==> src/rtl/dmem_arbiter.sv <==
// dmem_arbiter
//   Two-master arbiter for the shared data memory port. The CPU owns the port
//   by default; an external master (DMA / CP2) is granted the port only after
//   the CPU decoder acknowledges a freeze via hold/holdACK. Each external burst
//   is bounded to maxburst cycles and followed by a gap+1 cycle CPU window.
//
// Ports
//   clk, rst                  clock, synchronous active-high reset
//   cpu_we, cpu_a, cpu_d      CPU memory request
//   ext_req, ext_done         external master request / last-cycle flag
//   ext_we, ext_a, ext_d      external master memory request
//   holdACK                   CPU decoder confirms it is frozen
//   hold                      freeze request to the CPU decoder
//   ext_gnt                   external master owns the port this cycle
//   preempt                   one-cycle pulse: grant revoked by holdACK drop
//   dm_we, dm_a, dm_d         muxed memory port
module dmem_arbiter #(
  parameter int wide     = 32,
  parameter int maxburst = 16,
  parameter int gap      = 2
) (
  input  logic            clk,
  input  logic            rst,
  input  logic            cpu_we,
  input  logic [31:0]     cpu_a,
  input  logic [wide-1:0] cpu_d,
  input  logic            ext_req,
  input  logic            ext_done,
  input  logic            ext_we,
  input  logic [31:0]     ext_a,
  input  logic [wide-1:0] ext_d,
  input  logic            holdACK,
  output logic            hold,
  output logic            ext_gnt,
  output logic            preempt,
  output logic            dm_we,
  output logic [31:0]     dm_a,
  output logic [wide-1:0] dm_d
);

  typedef enum logic [1:0] {IDLE, REQ, GRANT, RELEASE} state_t;

  localparam logic [7:0] burst_last = 8'(maxburst - 1);
  localparam logic [7:0] gap_last   = 8'(gap);

  state_t     state;
  logic [7:0] bcnt;
  logic [7:0] gcnt;

  // NOTE: sequential state uses non-blocking assignments so every register
  // samples the pre-edge values of the others, independent of statement order.
  always_ff @(posedge clk) begin
    if (rst) begin
      state   <= IDLE;
      bcnt    <= '0;
      gcnt    <= '0;
      preempt <= 1'b0;
    end else begin
      preempt <= 1'b0;
      case (state)
        IDLE: if (ext_req) state <= REQ;
        REQ: begin
          // Abandoning the request wins over a late acknowledge.
          if (!ext_req) begin
            state <= IDLE;
          end else if (holdACK) begin
            state <= GRANT;
            bcnt  <= '0;
          end
        end
        GRANT: begin
          bcnt <= bcnt + 8'd1;
          // bcnt counts granted cycles from 0, so the last legal cycle is
          // maxburst-1 and a full burst is exactly maxburst cycles.
          if (!holdACK || ext_done || !ext_req || bcnt == burst_last) begin
            state   <= RELEASE;
            gcnt    <= '0;
            preempt <= !holdACK;
          end
        end
        RELEASE: begin
          // ext_req is ignored here: this is the CPU's guaranteed window.
          gcnt <= gcnt + 8'd1;
          if (gcnt == gap_last) state <= IDLE;
        end
        default: state <= IDLE;
      endcase
    end
  end

  // Moore decodes of the registered state; no input reaches these directly.
  assign hold    = (state == REQ) || (state == GRANT);
  assign ext_gnt = (state == GRANT);

  // Port mux: cpu_we is fully blocked while the external master owns the port.
  assign dm_we = ext_gnt ? ext_we : cpu_we;
  assign dm_a  = ext_gnt ? ext_a  : cpu_a;
  assign dm_d  = ext_gnt ? ext_d  : cpu_d;

endmodule

==> config.mk <==
export PLATFORM = sky130hd
export DESIGN_NAME = dmem_arbiter
export DESIGN_NICKNAME = d
export VERILOG_FILES = /design/src/rtl/dmem_arbiter.sv
export SDC_FILE = /design/constraint.sdc
export NUM_CORES = 1
export LEC_CHECK = 0
export CORE_MARGIN = 2
export CORE_UTILIZATION = 25
export DETAILED_ROUTE_END_ITERATION = 16
export PLACE_DENSITY = 0.81
export SETUP_SLACK_MARGIN = 0.2
export SYNTH_ARGS = -nofsm -noshare
export SYNTH_HDL_FRONTEND = slang
export SYNTH_SLANG_ARGS = --single-unit
==> constraint.sdc <==
create_clock -name clk -period 2.35 [get_ports clk]
set_input_delay 0.705 -clock clk [delete_from_list [all_inputs] [get_ports clk]]
set_output_delay 0.705 -clock clk [all_outputs]
set_load 0.005 [all_outputs]
==> results.yml <==
synth:
  synth_area_per_cell_um2: 9.20
  syn_inst: 202
  ys_types: 38
  ys_seq_area_share_pct: 20.5
  synthFlopType: "dfxtp_1"
  synth_edf_count: 0
  synth.ff_latch_count: 19
  synth_warnings: 0
  synth_area_leaders: "mux2_2, dfxtp_1, ha_1, nor2_1, a21oi_1"
  netlist_area_um2: 1860
  yosysTopAreaCellShare_pct: 39.4
  yosysTopAreaCell: "mux2_2"
  synth_nets: 345
  synthArstFlopShare_pct: 0
sta:
  maxSlewHeadroom_pct: 70.1
  period_share_pct: 104
  setup_slack_ns: -0.105
  fmax_ghz: 0.407
  slew_violations: 0
  hold_viol_final: 0
  worstMarginPinSlew_ns: 0.443
  rsz0062_at_grt: "yes"
  period_needed_ns: 2.46
  setup_viol: 23
  worst_clock_skew_ns: 0.00436
critical_path:
  critPathMaxStageDelay_ns: 0.34
  path_max_fanout: 7
  crit_arrival_ns: 1.75
  cp.required_ns: 1.64
  critical_path_class: "flip-flop to output pin"
  crit_buf_inv: 6
  crit_slowest_cell: "dfxtp_2"
  startpoint_type: "flip-flop"
  crit_chain: "inv_2 > ha_4 > buf_12 > buf_12 > buf_12 > buf_6 > mux2_4 > buf_6"
  cpMostUsedCell: "buf_12"
  critPathCaptureType: "output pin"
  cp_top_family: "buffers and inverters"
placed_design:
  place_ws_ns: -0.267
  dp_cells: 502
  dp_hpwl_um: 7110
  place_area_um2: 4050
  port_buffers: 202
  gp_congestion: 0.793
layout:
  nets: 581
  final-instance-count-excl-fill: 537
  syn2layout_area_growth_pct: 146
  drive_gt1_share_pct: 43.0
  layout_commonest_cell: "clkdlybuf4s50_1"
  fin_area_um2: 4570
  final_cell_mix: "clkdlybuf4s50_1, mux2_2, buf_6, clkbuf_2, mux2_4"
  fin_util_pct: 63.3
hold_path:
  min_path_type: "flip-flop to flip-flop"
detailed_routing:
  dr.pass1.iters: 4
  postRouteAntennaNets: 0
  wirelength_um: 9380
  vias_per_cell: 4.61
  drc: 0
  num_vias: 2475
  wl_per_cell_um: 17.5
  drtIter0Drc: 46
clocking:
  cts_buffer_depth: 2
  clk_latency_ns: 0.27
  cts_root_buf: "clkbuf_8"
  cts_tree: "built"
  clk_pin_slew_worst_paths_ns: 0.07
  cts_sinks: 19
  numCtsBuffers: 3
  htree_levels: 1
  cts_hold_buf: 0
outcome:
  failed_checks: "setup timing"
  status: "complete, but fails checks"
pwr:
  clock_power_share_pct: 19.8
  irDropWorstVdd_v: 0.000163
  p_per_area_nw_per_um2: 266
  switching_share_pct: 26.5
  power_frac_comb_pct: 53.0
  power_frac_seq_pct: 27.2
  p_leak_nw: 1.87
  power_switching_w: 0.000321
  intPower_w: 0.000893
floorplan:
  dieArea_um2: 8140
  die_w_um: 90.2
  die_h_um: 90.2
  ios: 203
  core_um2: 7210
  row_count: 31
  start_util_pct: 25.8
global_route:
  grt_use_total_pct: 21.0
  antenna_found_initial: 3
  gr-total-overflow: 0
  grt_max_degree: 12
  grt_pass1_wl_um: 13500
  grt_pass1_vias: 2579
job:
  maxCapViolCount: 0
-- synth_stat cells, drive strengths merged, types with 2 or more instances --
library cell  instances
nand4                 2
a211oi                3
clkbuf                9
ha                    8
or3                   2
dfxtp                19
o21a                  3
o32ai                 5
nor3                  4
mux2                 65
a21oi                11
inv                  12
nor2                 17
and2                  2
nand3                 8
nand2b                2
o41ai                 2
nand2                 5
o21ai                 4
xnor2                 6
-- flip-flops by register name (all words and copies together), names as in the netlist, named ones only --
signal   cells
bcnt         8
gcnt         8
state        1
preempt      1
-- power by group through the flow --
| stage | Clock, W | Combinational, W | Sequential [W] |
|---|---|---|---|
| CTS | 0.000246 | 0.000602 | 0.000329 |
| global route | 0.000258 | 0.000680 | 0.000330 |
| global placement | 0 | 0.000570 | 0.000336 |
| floorplan | 0 | 0.000157 | 0.000337 |
| finish | 0.000240 | 0.000644 | 0.000330 |
| detailed placement | 0 | 0.000576 | 0.000336 |
-- stage by stage --
stage / power [W] / hold slack (ns) / TNS [ns]
5_1_grt: 0.00127 / 0.527 / -2.99
3_3_place_gp: 0.000906 / 0.476 / -11.56
3_5_place_dp: 0.000913 / 0.492 / -11.79
4_1_cts: 0.00118 / 0.502 / -1.75
2_1_floorplan: 0.000494 / 0.461 / 0
6_report: 0.00121 / 0.500 / -0.889
-- tightest hold or removal path, stage by stage (launching register included) --
cell	delay, ns
dfxtp_1	0.33
nand3_1	0.07
a21oi_1	0.06
-- timing repair --
action                     4_1_cts  5_1_grt
setup endpoints to repair       67       74
setup buffers                   17        6
resized for setup              265       68
pin swaps                        5        3
gates cloned                     5        2
-- worst paths after layout --
kind	from	depth (start not counted)	end	slack (ns)
min reg2reg	bcnt[1]$_SDFFE_PP0P_	2	bcnt[1]$_SDFFE_PP0P_	0.50
min	bcnt[1]$_SDFFE_PP0P_	2	bcnt[1]$_SDFFE_PP0P_	0.50
max reg2reg	state[0]$_SDFFE_PP0P_	11	state[0]$_SDFFE_PP0P_	0.08
max	state[0]$_SDFFE_PP0P_	8	dm_a[24]	-0.11
-- cell families (layout without fill, tap and decap cells) --
logic type	after synthesis	after routing	share of synthesized area, %
simple gates	48	48	13.3
fa+ha+maj	8	8	5.39
other cells	0	1	0
mux	66	66	39.9
buf+inv	22	257	4.98
compound gates	33	33	13.1
flops	19	19	20.5
xor+xnor	6	6	2.83
-- cell type report --
cell class | count | area (um^2)
Antenna cell | 1 | 2.50
Multi-Input combinational cell | 161 | 1530
Inverter | 12 | 45.0
Fill cell | 616 | 2650
Tap cell | 99 | 124
Sequential cell | 19 | 383
Clock buffer | 3 | 41.3
Clock inverter | 1 | 5.00
Timing Repair Buffer | 241 | 2430
-- routing by layer --
| metal | vias to the layer above | wire length, um | GRT usage, % |
|---|---|---|---|
| met5 | - | 27 | 0 |
| met4 | 4 | 255 | 7.05 |
| met3 | 23 | 640 | 6.62 |
| met2 | 91 | 4780 | 38.2 |
| met1 | 1142 | 3680 | 23.1 |
| li1 | 1215 | - | - |
No activity file was read; power rests on OpenSTA's default activity.
